`config.mk`:
```
export PLATFORM = sky130hd
export DESIGN_NAME = base_ram_ctrl
export DESIGN_NICKNAME = d
export VERILOG_FILES = /design/src/rtl/base_ram_ctrl.sv
export SDC_FILE = /design/constraint.sdc
export NUM_CORES = 1
export LEC_CHECK = 0
export ABC_AREA = 1
export BUFFER_PORTS_ARGS = -buffer_cell sky130_fd_sc_hd__buf_4
export CAP_MARGIN = 40
export CORE_ASPECT_RATIO = 1.5
export CORE_MARGIN = 10
export CORE_UTILIZATION = 42
export DETAILED_ROUTE_END_ITERATION = 6
export HOLD_SLACK_MARGIN = 0.05
export PLACE_DENSITY = 0.76
export REMOVE_ABC_BUFFERS = 1
export SETUP_SLACK_MARGIN = 0.3
export SKIP_CTS_REPAIR_TIMING = 1
export SLEW_MARGIN = 20
export SYNTH_ARGS = -nofsm -noshare
export SYNTH_HDL_FRONTEND = slang
export SYNTH_SLANG_ARGS = --single-unit
```
`constraint.sdc`:
```
create_clock -name clk -period 1.4 [get_ports clk]
set_input_delay 0.35 -clock clk [delete_from_list [all_inputs] [get_ports clk]]
set_output_delay 0.35 -clock clk [all_outputs]
set_load 0.005 [all_outputs]
```
`src/rtl/base_ram_ctrl.sv`:
```
// Arbitrated controller for the base SRAM and the CPLD UART behind the same data bus.
// The data port has priority over instruction fetch. Strobes are decoded from the registered state.
module base_ram_ctrl #(
    parameter int unsigned ADDR_W      = 20,
    parameter int unsigned UART_STROBE = 2
) (
    input  logic              clk,
    input  logic              rst,
    input  logic              if_req,
    input  logic [ADDR_W-1:0] if_addr,
    output logic [31:0]       if_rdata,
    output logic              if_ack,
    input  logic              mem_req,
    input  logic              mem_we,
    input  logic              mem_uart,
    input  logic [3:0]        mem_be,
    input  logic [ADDR_W-1:0] mem_addr,
    input  logic [31:0]       mem_wdata,
    output logic [31:0]       mem_rdata,
    output logic              mem_ack,
    output logic [ADDR_W-1:0] ram_addr,
    output logic [31:0]       ram_data_o,
    output logic              ram_data_oe,
    input  logic [31:0]       ram_data_i,
    output logic [3:0]        ram_be_n,
    output logic              ram_ce_n,
    output logic              ram_oe_n,
    output logic              ram_we_n,
    output logic              uart_rdn,
    output logic              uart_wrn,
    input  logic              uart_dataready,
    input  logic              uart_tbre,
    input  logic              uart_tsre
);

    typedef enum logic [3:0] {
        IDLE, SRD0, SRD1, SWR0, SWR1, SWR2, URD, UWR, UWR_H, ACK
    } state_t;

    localparam int unsigned CNT_W = (UART_STROBE > 1) ? $clog2(UART_STROBE) : 1;
    localparam logic [CNT_W-1:0] CNT_LAST = CNT_W'(UART_STROBE - 1);

    state_t              state;
    state_t              state_nx;
    logic [CNT_W-1:0]    cnt;
    logic                sel_mem;
    logic [3:0]          be_q;
    logic [ADDR_W-1:0]   addr_q;
    logic [31:0]         wdata_q;

    always_ff @(posedge clk) begin
        if (rst) begin
            state     <= IDLE;
            cnt       <= '0;
            sel_mem   <= 1'b0;
            be_q      <= '0;
            addr_q    <= '0;
            wdata_q   <= '0;
            if_rdata  <= '0;
            mem_rdata <= '0;
        end else begin
            state <= state_nx;

            if (state == URD || state == UWR)
                cnt <= cnt + 1'b1;
            else
                cnt <= '0;

            if (state == IDLE) begin
                if (mem_req) begin
                    sel_mem <= 1'b1;
                    be_q    <= mem_be;
                    addr_q  <= mem_addr;
                    wdata_q <= mem_wdata;
                    // Status read completes straight from IDLE, so sample it at grant.
                    if (mem_uart && mem_addr[0] && !mem_we)
                        mem_rdata <= {30'h0, uart_dataready, uart_tbre & uart_tsre};
                end else if (if_req) begin
                    sel_mem <= 1'b0;
                    be_q    <= '1;
                    addr_q  <= if_addr;
                end
            end

            if (state == SRD1) begin
                if (sel_mem)
                    mem_rdata <= ram_data_i;
                else
                    if_rdata <= ram_data_i;
            end

            if (state == URD && cnt == CNT_LAST)
                mem_rdata <= {24'h0, ram_data_i[7:0]};
        end
    end

    always_comb begin
        state_nx    = state;
        ram_addr    = addr_q;
        ram_data_o  = wdata_q;
        ram_data_oe = 1'b0;
        ram_be_n    = '1;
        ram_ce_n    = 1'b1;
        ram_oe_n    = 1'b1;
        ram_we_n    = 1'b1;
        uart_rdn    = 1'b1;
        uart_wrn    = 1'b1;
        if_ack      = 1'b0;
        mem_ack     = 1'b0;

        case (state)
            IDLE: begin
                if (mem_req) begin
                    if (mem_uart)
                        state_nx = mem_addr[0] ? ACK : (mem_we ? UWR : URD);
                    else
                        state_nx = mem_we ? SWR0 : SRD0;
                end else if (if_req) begin
                    state_nx = SRD0;
                end
            end
            SRD0, SRD1: begin
                ram_ce_n = 1'b0;
                ram_oe_n = 1'b0;
                ram_be_n = ~be_q;
                state_nx = (state == SRD0) ? SRD1 : ACK;
            end
            SWR0, SWR1, SWR2: begin
                ram_ce_n    = 1'b0;
                ram_be_n    = ~be_q;
                ram_data_oe = 1'b1;
                ram_we_n    = (state != SWR1);
                state_nx    = (state == SWR0) ? SWR1 : ((state == SWR1) ? SWR2 : ACK);
            end
            URD: begin
                uart_rdn = 1'b0;
                if (cnt == CNT_LAST)
                    state_nx = ACK;
            end
            UWR: begin
                uart_wrn    = 1'b0;
                ram_data_oe = 1'b1;
                ram_data_o  = {24'h0, wdata_q[7:0]};
                if (cnt == CNT_LAST)
                    state_nx = UWR_H;
            end
            UWR_H: begin
                ram_data_oe = 1'b1;
                ram_data_o  = {24'h0, wdata_q[7:0]};
                state_nx    = ACK;
            end
            ACK: begin
                if_ack   = !sel_mem;
                mem_ack  = sel_mem;
                state_nx = IDLE;
            end
            default: state_nx = IDLE;
        endcase
    end

endmodule

```
==> impl_results.md, run 1 <==
* Status: finished, violations left
* Violated checks: setup timing
* Filler cells at 915
* ANT cells at 0
* Clock Sinks at between 100 and 150
* GR Util All Layers at 19.3%
* WP data required at 1.05 ns
* Total grt overflow at 0
* IR drop worst, VDD at 1.19 mV
* Sequential share of power at just over 30%
* Post-route cell area at between 8000 and 9000 um^2
* Pre-CTS WS at -0.187 ns
* Largest net degree at the start of global routing at 67
* Clk_skew at between 0.007 and 0.008 ns
* Fraction of layout cells with a size suffix above 1 at 44.3%
* Max Buffers Root-to-Sink at 2
* Switch share at a little over a third
* Hold path start: mem_wdata[3]
* Static Leak at about 0.0042 uW
* CTS tree: done
* Clock Root Buffer: clkbuf_16
* Initial antenna violation count at 0
* Worst slew pin tran at about 0.37 ns
* Synth Instances at 700
* Worst Hold End: wdata_q[3]
* Fin crit share at 140%
* R2R Path End: ram_addr[8]
* Critical setup path kind: reg -> out
* Psw at roughly 5800 uW
* Final Hold Vio Count at 0
* RSZ-0062 raised after global routing: yes
* Hold path depth at 3
* Reg-to-reg slack, setup at -0.27 ns
* Die Height at roughly 160 um
* Ys Warns at 0
* CTS buffer count at 17
* Hold Slack at around 0.16 ns
* Row count at 50
* Post-route antenna net violation count at 0
* Mapped Avg Cell Area at ~7.5 um^2
* Clock power frac at about a quarter
* Gp weighted congestion at between 0.8 and 0.9
* Skew-Pair Late Insertion Delay at 0.41 ns
* Initial core utilization at between 40% and 50%
* CP Capture Type: output port
* Yosys reg bits at approximately 130
* Core Util, Final at approximately 72%
* Max Clk Rate at slightly above 500 MHz
* Register area share after synthesis at roughly half
* Vias/cell at 4.99
* Comb power frac at between 40 and 50%
* Max-Slew Margin vs Limit at 75.4%
* Area grow syn2layout at 69.5%
* Post-Syn Area at 5250 um^2
* P_int at ~11000 uW
* Final Routed Wirelength at about 20000 um
* Reg2reg start: state[3]
* Total number of vias at ~5800
* Vias in the first global route at between 5000 and 6000
* CP startpoint kind: flip-flop
* Max_cap viols at 0
* Placement Cell Area at 7460 um^2
* First-pass GRT wire length at ~28000 um
* Pwr/cell area at between 1500 and 2000 nW/um^2
* Die area at around 17000 um^2
* Initial DRC Count at between 200 and 300
* Nets at 1100
* Die X at roughly 110 um
* Maximum fanout along the worst path at 4
* Synth unique cells at 23
* Register-to-Register Path Depth at 9
* Crit path DAT at 1.61 ns
* Routed len/inst at 17.4 um
* I/O Buffers at 244
* Max Slew Vio Count at 0
* DP HPWL at approximately 13000 um
* DRT Pass-1 Iters at 4
* Final setup violation count at 161
* Hold WC Path Type: in -> reg
* Core area at between 10000 and 15000 um^2
* DR DRC count at 0
* Setup TNS Final at -39.47 ns
* Crit path time final at just under 2 ns
* Max H-tree Level at 4
* Final worst setup slack at -0.562 ns
* I/O pin total at ~250
* Reg clk slew, reported paths at roughly 0.060 ns
worst max-delay path, cell delays in order (launching register included):
cell	delay, ns
dfxtp_2	0.34
inv_4	0.08
nand2_2	0.05
nor3_2	0.24
inv_1	0.08
nand2_1	0.07
inv_2	0.05
buf_4	0.13
nand3_2	0.06
buf_6	0.09
Yosys cell counts:
cell type    n  share of area, %
a21oi_1     90               8.6
buf_2       14               1.3
buf_4       16               2.3
buf_6        2              0.43
clkbuf_1    21               1.5
clkinv_1     1             0.071
dfxtp_1    126                48
inv_1       82               5.9
inv_2        4              0.29
nand2_1    105               7.5
nand2_2      3              0.36
nand3_1     33               3.1
nand3_2      4              0.76
nand4_1      3              0.36
nor2_1      71               5.1
nor2_2       2              0.24
nor2_4       3              0.64
nor2_8       1              0.38
nor3_1       3              0.29
o211a_1     19               3.6
o21a_1       1              0.14
o21ai_0     67               6.4
o21ai_1     29               2.8
flip-flops by register name (all words and copies together) (netlist names):
name       flops
wdata_q       32
mem_rdata     32
state          4
if_rdata      32
cnt            1
ram_addr      20
be_q           4
sel_mem        1
layer usage:
layer,track usage (%),vias to the layer above,wire [um]
li1,-,2837,-
met1,19.9,2717,7380
met2,35.1,161,11100
met3,6.74,35,1070
met4,6.88,0,522
met5,0,-,0
worst max path at each step:
stage	start	end	slack, ns	cells after the start
final	state[2]	ram_data_oe	-0.56	9
after global routing	state[2]	ram_be_n[2]	-0.61	9
after CTS	state[2]	ram_be_n[1]	-0.65	9
after detailed placement	state[2]	ram_be_n[2]	-0.19	9
after global placement	state[2]	ram_be_n[3]	-0.12	9
after floorplan	rst	mem_rdata[10]	-0.91	5
per-stage QoR:
stage / instances / total power [uW]
after floorplan: 647 / 7420
after global placement: 1093 / 10700
after detailed placement: 1093 / 10800
after CTS: 1125 / 15100
after global routing: 1152 / 17500
final: 1152 / 16600
power groups by stage:
stage	logic (uW)	clock network, uW	registers (uW)
5_1_grt	7780	4510	5210
3_5_place_dp	5680	0	5100
2_1_floorplan	2260	0	5160
3_3_place_gp	5610	0	5070
4_1_cts	5710	4320	5040
6_report	7200	4290	5100
layout by cell type (no fill, tap or decap), types with 4 or more instances in the layout:
| master | n |
|---|---|
| o21ai_1 | 50 |
| buf_4 | 265 |
| inv_4 | 4 |
| buf_6 | 31 |
| nand3_1 | 29 |
| inv_6 | 4 |
| nand2_4 | 5 |
| a21oi_1 | 84 |
| buf_12 | 10 |
| inv_1 | 77 |
| nand2_1 | 101 |
| a21oi_2 | 6 |
| dfxtp_1 | 122 |
| nor2_4 | 13 |
| o21ai_0 | 16 |
| nor2_2 | 12 |
| inv_2 | 6 |
| o211a_1 | 19 |
| o21ai_2 | 27 |
| clkinvlp_4 | 5 |
| nor2_1 | 51 |
| nand3_2 | 5 |
| clkbuf_16 | 27 |
logic make-up (layout without fill, tap and decap cells):
| family | count (synthesis) | count (layout) | share of synthesized area, % |
|---|---|---|---|
| and+or+nand+nor | 228 | 228 | 18.7 |
| DFF | 126 | 126 | 48.0 |
| AOI/OAI and AO/OA | 206 | 206 | 21.5 |
| buffers and inverters | 140 | 436 | 11.8 |
cell type report:
cell class / instances / area, um^2 / share of cell area (%)
clock buffer: 19 / 443 / 4.97
clock inverter: 13 / 131 / 1.48
inverter: 87 / 337 / 3.78
multi-input combinational: 434 / 2460 / 27.7
sequential: 126 / 2530 / 28.4
tap: 156 / 195 / 2.19
timing repair buffer: 317 / 2800 / 31.5
Power figures use the tool's default switching activity.
==> run 2, diff against run 1 <==
- ABC_AREA: 1 -> unset
- PLACE_DENSITY: 0.76 -> 0.77
- TNS_END_PERCENT: unset -> 5
==> run 2 against run 1 <==
The flow still finishes with violations (setup timing). Critical path depth is 4 lower. Clock-buffer cell count decreased by 2. Sequential power fell by 12%. First-iteration DRC count grew 12%.
==> impl_results.md, run 2 <==
* Status: finished, violations left
* Violated checks: setup timing
* CP startpoint kind: flip-flop
* Post-Syn Area at 5070 um^2 (-3.5%)
* Critical setup path kind: reg -> out
* I/O Buffers at 244 (unchanged)
* Final worst setup slack at -0.559 ns (+0.00317 ns)
* DP HPWL at 13300 um (+1.8%)
* Total grt overflow at 0 (unchanged)
* Clock Sinks at 126 (unchanged)
* Buf+Inv Stages, Crit Path at 2 (-3)
* CTS tree: done
* Fraction of layout cells with a size suffix above 1 at 50.3% (+6.0 points)
* Reg2reg start: state[0]
* DR DRC count at 0 (unchanged)
* Filler cells at 839 (-8.3%)
* WP data required at 1.05 ns (about the same)
* Commonest cells after routing, fill and taps aside: buf_4, nand2_1, dfxtp_1
* Initial antenna violation count at 0 (unchanged)
* Core area at 11900 um^2 (-4.0%)
* Crit path time final at 1.96 ns (-0.00317 ns)
* Top flop regs: if_rdata (32), mem_rdata (32), wdata_q (32)
* Synth Instances at 617 (-12%)
* IR drop worst, VDD at 1.01 mV (-15%)
* Skew-Pair Late Insertion Delay at 0.42 ns (about the same)
* Row count at 49 (-2.0%)
* Max incr delay on CP at 0.37 ns (+0.03 ns)
* Synth area leaders: dfxtp_1, nand2_1, a21oi_1, nor2_1, mux2i_1
* Max H-tree Level at 4 (unchanged)
* Max Slew Vio Count at 0 (unchanged)
* Initial DRC Count at 308 (+12%)
* ANT cells at 0 (unchanged)
* Reg clk slew, reported paths at 0.06 ns (about the same)
* Crit path from: state[1]
* GR Util All Layers at 19.8% (+0.56 points)
* Initial core utilization at 42.6% (+0.20 points)
* Hold WC Path Type: in -> reg
* CTS buffer count at 17 (unchanged)
* Routed len/inst at 18.5 um (+6.3%)
* Post-route antenna net violation count at 0 (unchanged)
* Area grow syn2layout at 67.2%
* Crit path DAT at 1.61 ns (about the same)
* Register area share after synthesis at 49.8% (+1.8 points)
* Ys Warns at 0 (unchanged)
* Maximum fanout along the worst path at 8 (+4)
* Vias/cell at 5.36 (+7.4%)
* Async SR Flop Fraction at 0% (unchanged)
* Max Buffers Root-to-Sink at 2 (unchanged)
* Top_reg_cell synth: dfxtp_1
* Mapped Avg Cell Area at 8.21 um^2 (+9.5%)
* Static Leak at 0.00360 uW (-15%)
* Final setup violation count at 157 (-2.5%)
* CP Capture Type: output port
* Final Routed Wirelength at 19100 um (-4.8%)
* Synth unique cells at 40 (+74%)
* Core Util, Final at 71.3% (-0.63 points)
* Die X at 110 um (-1.5%)
* Largest net degree at the start of global routing at 60 (-10%)
* Final Hold Vio Count at 0 (unchanged)
* Hold path start: mem_be[0]
* Yosys top cell by area: dfxtp_1
* CP top delay family: flip-flops
* Most common cell after layout, fill and taps aside: buf_4
* Post-synth top cells: nand2_1, dfxtp_1, a21oi_1
* I/O pin total at 245 (unchanged)
* Clock Root Buffer: clkbuf_16
* Setup TNS Final at -39.60 ns (-0.131 ns)
* Max Clk Rate at 511 MHz (+0.16%)
* First-pass GRT wire length at 26900 um (-2.7%)
* Max-Slew Margin vs Limit at 73.0% (-2.5 points)
* Slowest cell on crit path: dfxtp_4
* DRT Pass-1 Iters at 5 (+1)
* Post-synth EDFFs at 0 (unchanged)
* Vias in the first global route at 5397 (+0.60%)
* Max_cap viols at 0 (unchanged)
* Gp weighted congestion at 0.871 (-0.33%)
* Most frequent cell after synthesis: nand2_1
* Die area at 17000 um^2 (-3.0%)
* Die Height at 155 um (-1.6%)
* Pwr/cell area at 1580 nW/um^2 (-15%)
* Nets at 983 (-11%)
* Clk_skew at 0.0105 ns (+0.00259 ns)
* Fin crit share at 140% (-0.23 points)
* Total number of vias at 5531 (-3.8%)
* Worst slew pin tran at 0.405 ns (+0.0369 ns)
* Area fraction of the dominant cell type after synthesis at 49.8% (+1.8 points)
* Critical-path cell list: and2_4 > a21oi_4 > buf_6 > and2_4 > buf_6
* RSZ-0062 raised after global routing: yes
* Yosys reg bits at 126 (unchanged)
## run 2: changes by cell type after synthesis, sizes merged, moves of 17 or more
cell / before / now
o21ai: 96 / 3
inv: 86 / 2
nand2: 108 / 150
nand3: 37 / 6
and2: 0 / 26
a211oi: 0 / 24
a22oi: 0 / 24
mux2i: 0 / 21
o211a: 19 / 0
nor2: 77 / 60
## run 2: final timing paths
kind                          to  slack [ns]  cells after the start
setup / recovery  ram_data_o[28]       -0.56                      5
hold / removal           be_q[0]        0.17                      3
setup reg to reg    ram_addr[15]       -0.32                      5
hold reg to reg      wdata_q[12]        0.46                      2
## run 2: routing by layer
metal	up-vias	wire length, um	GRT usage, %
met1	2617	6480	19.7
met3	66	1300	5.95
met5	-	0	0
li1	2586	-	-
met2	262	10300	35.0
met4	0	1020	11.6
## run 2: tightest hold or removal path: cells and delay by family
family,cells,cell delay (ns)
buffers and inverters,1,0.08
AOI/OAI and AO/OA,1,0.05
and+or+nand+nor,1,0.07
## run 2: logic make-up (layout without fill, tap and decap cells)
kind of cell	count (synthesis)	after routing	synth area share (%)
AOI/OAI and AO/OA	141	141	17.1
and+or+nand+nor	268	268	23.0
buffers and inverters	61	323	6.02
muxes	21	21	4.15
DFF	126	126	49.8
## run 2: layout make-up
class / instances / area (um^2) / area share, %
multi-input cells: 430 / 2730 / 32.2
repair buffers: 289 / 2410 / 28.5
well taps: 153 / 191 / 2.26
flip-flops and latches: 126 / 2540 / 29.9
inverters: 2 / 7.51 / 0.0886
clock buffers: 17 / 425 / 5.02
clock inverters: 15 / 174 / 2.05
## run 2: power by group
group	leakage, uW	switching, uW	total, uW	internal, uW
clock network	0.000299	1760	4440	2680
logic	0.00228	2130	4400	2270
registers	0.00103	358	4510	4160
## run 2: per-stage QoR
stage               setup slack [ns]  hold WS, ns  total power, uW  cells  area, um^2
floorplan                     -0.905        0.419             6070    558        4770
global placement              -0.271        0.438             8150    997        7230
detailed placement            -0.338        0.444             8280    997        7230
CTS                           -0.672        0.161            12700   1029        7830
global route                  -0.599        0.172            14000   1032        8480
finish                        -0.559        0.173            13400   1032        8480
==> run 3, diff against run 2 <==
- CELL_PAD_IN_SITES_DETAIL_PLACEMENT: unset -> 1
- CELL_PAD_IN_SITES_GLOBAL_PLACEMENT: unset -> 1
- CORE_UTILIZATION: 42 -> 29
- PLACE_DENSITY: 0.77 -> unset
- PLACE_DENSITY_LB_ADDON: unset -> 0.1
==> run 3 against run 2 <==
The run still ends with setup timing left. Fmax down 6.3%. Critical path depth up 1. First-iteration DRC count decreased by 47%. Cell area about the same. Highest routed layer unchanged. Clock power decreased by 1%. Via count fell by 4.7%. Worst setup slack lost 0.13 ns. Die area rose by 37%. Routed wire length rose by 5.7%. Combinational power hardly changed. Hold slack better by 0.0050 ns.
==> impl_results.md, run 3 (synthesis results as in run 2) <==
* Initial DRC Count at 163 (-47%)
* Register-to-Register Path Depth at 6 (+1)
* Die Height at 182 um (+18%)
* Nets at 988 (+0.51%)
* Initial antenna violation count at 0 (unchanged)
* GR Util All Layers at 16.3% (-3.6 points)
* Area grow syn2layout at 67.4% (about the same)
* Die area at 23300 um^2 (+37%)
* DP HPWL at 15100 um (+13%)
* Clock power frac at 33.0% (-0.2 points)
* Routed wl met3 at 1590 um (+22%)
* RSZ-0062 raised after global routing: yes
* I/O pin total at 245 (unchanged)
* Worst slew pin tran at 0.420 ns (+0.0142 ns)
* Worst Hold End: be_q[1]
* Fin crit share at 149% (+9.4 points)
* Vias in the first global route at 5633 (+4.4%)
* Final setup violation count at 158 (+0.64%)
* Skew-Pair Late Insertion Delay at 0.42 ns (about the same)
* Most common cell after layout, fill and taps aside: buf_4
* Fraction of layout cells with a size suffix above 1 at 48.2% (-2.1 points)
* Sequential share of power at 33.9% (about the same)
* Clk_skew at 0.00719 ns (-0.00328 ns)
* WL met1 at 7260 um (+12%)
* DR DRC count at 0 (unchanged)
* Final worst setup slack at -0.691 ns (-0.132 ns)
* Max_cap viols at 0 (unchanged)
* Status: finished, violations left
* Gp weighted congestion at 0.762 (-13%)
* Total number of vias at 5272 (-4.7%)
* Total grt overflow at 0 (unchanged)
* Reg2reg start: state[2]
* Post-route antenna net violation count at 0 (unchanged)
* Clock Root Buffer: clkbuf_16
* CP Capture Type: output port
* Static Leak at 0.00360 uW (-0.16%)
* Final Routed Wirelength at 20200 um (+5.7%)
* P_int at 9130 uW (+0.23%)
* WP data required at 1.05 ns (about the same)
* Core area at 17300 um^2 (+45%)
* IR drop worst, VDD at 0.758 mV (-25%)
* Pwr/cell area at 1560 nW/um^2 (-0.90%)
* Hold path start: mem_be[1]
* Switch share at 31.0% (-0.72 points)
* Maximum fanout along the worst path at 7 (-1)
* Max Clk Rate at 478 MHz (-6.3%)
* Critical setup path kind: reg -> out
* CTS buffer count at 17 (unchanged)
* Comb power frac at 33.1% (+0.2 points)
* Routed len/inst at 18.4 um (-0.56%)
* Largest net degree at the start of global routing at 51 (-15%)
* DRT Pass-1 Iters at 4 (-1)
* Top flop regs: if_rdata (32), mem_rdata (32), wdata_q (32)
* Reg-to-reg slack, setup at -0.35 ns (-0.03 ns)
* Tot Pwr at 13200 uW (-0.82%)
* Met2 WL at 11100 um (+7.3%)
* R2R Path End: mem_rdata[21]
* ANT cells at 0 (unchanged)
* Violated checks: setup timing
* I/O Buffers at 244 (unchanged)
* Final Hold Vio Count at 0 (unchanged)
* Crit path DAT at 1.74 ns (+0.13 ns)
* Row count at 59 (+20%)
* Hold path depth at 3 (unchanged)
* Initial core utilization at 29.3% (-13 points)
* Pre-CTS WS at -0.369 ns (-0.0308 ns)
* CTS tree: done
* Max H-tree Level at 4 (unchanged)
* Vias/cell at 4.81 (-10%)
* CP startpoint kind: flip-flop
* Max-Slew Margin vs Limit at 72.0% (-0.95 points)
* Max Slew Vio Count at 0 (unchanged)
* Psw at 4110 uW (-3.1%)
* Reg clk slew, reported paths at 0.06 ns (about the same)
* Crit path time final at 2.09 ns (+0.132 ns)
* Commonest cells after routing, fill and taps aside: buf_4, nand2_1, dfxtp_1
* Max Buffers Root-to-Sink at 2 (unchanged)
* Hold WC Path Type: in -> reg
* Die X at 128 um (+17%)
* Top Metal Used: met4
* Clock Sinks at 126 (unchanged)
* First-pass GRT wire length at 30300 um (+13%)
-- run 3: worst max path at each step --
| stage | startpoint | to | slack, ns |
|---|---|---|---|
| after floorplan | state[1] | if_rdata[0] | -0.90 |
| after global placement | state[0] | ram_data_o[18] | -0.29 |
| after detailed placement | state[0] | ram_data_o[18] | -0.37 |
| after CTS | state[0] | ram_data_o[18] | -0.83 |
| after global routing | state[2] | ram_data_o[18] | -0.76 |
| final | state[2] | ram_data_o[18] | -0.69 |
-- run 3: metrics by stage --
| stage | hold WS [ns] | setup TNS [ns] | utilization (%) | instances | cell area (um^2) |
|---|---|---|---|---|---|
| 6_report | 0.178 | -52.10 | 49.1 | 1097 | 8480 |
| 5_1_grt | 0.172 | -65.06 | 49.1 | 1097 | 8480 |
| 4_1_cts | 0.158 | -57.76 | 45.8 | 1093 | 7920 |
| 3_5_place_dp | 0.450 | -39.85 | 42.4 | 1061 | 7320 |
| 3_3_place_gp | 0.438 | -33.79 | 42.4 | 1061 | 7320 |
| 2_1_floorplan | 0.419 | -88.01 | - | 558 | 4770 |
-- run 3: power groups by stage --
| stage | Clock, uW | Sequential (uW) | Combinational (uW) |
|---|---|---|---|
| finish | 4380 | 4480 | 4380 |
| global route | 4680 | 4560 | 4820 |
| CTS | 4500 | 4450 | 3940 |
| detailed placement | 0 | 4520 | 3930 |
| global placement | 0 | 4490 | 3810 |
| floorplan | 0 | 4570 | 1500 |
-- run 3: cell type report --
| class | instances | area (um^2) |
|---|---|---|
| flip-flops and latches | 126 | 2530 |
| clock inverters | 12 | 136 |
| well taps | 213 | 267 |
| fillers | 2009 | 8790 |
| clock buffers | 20 | 457 |
| multi-input cells | 430 | 2650 |
| inverters | 2 | 7.51 |
| repair buffers | 294 | 2440 |
-- run 3: worst max-delay path: stages (launching register included) --
cell	delay, ns
dfxtp_4	0.35
buf_6	0.13
nor2b_2	0.17
a21oi_4	0.26
buf_6	0.18
and2_4	0.14
buf_6	0.09
-- run 3: per-layer routing --
| layer | vias to the layer above | GRT usage [%] |
|---|---|---|
| li1 | 2583 | - |
| met1 | 2516 | 15.9 |
| met2 | 152 | 30.0 |
| met3 | 21 | 6.53 |
| met4 | 0 | 5.28 |
| met5 | - | 0 |
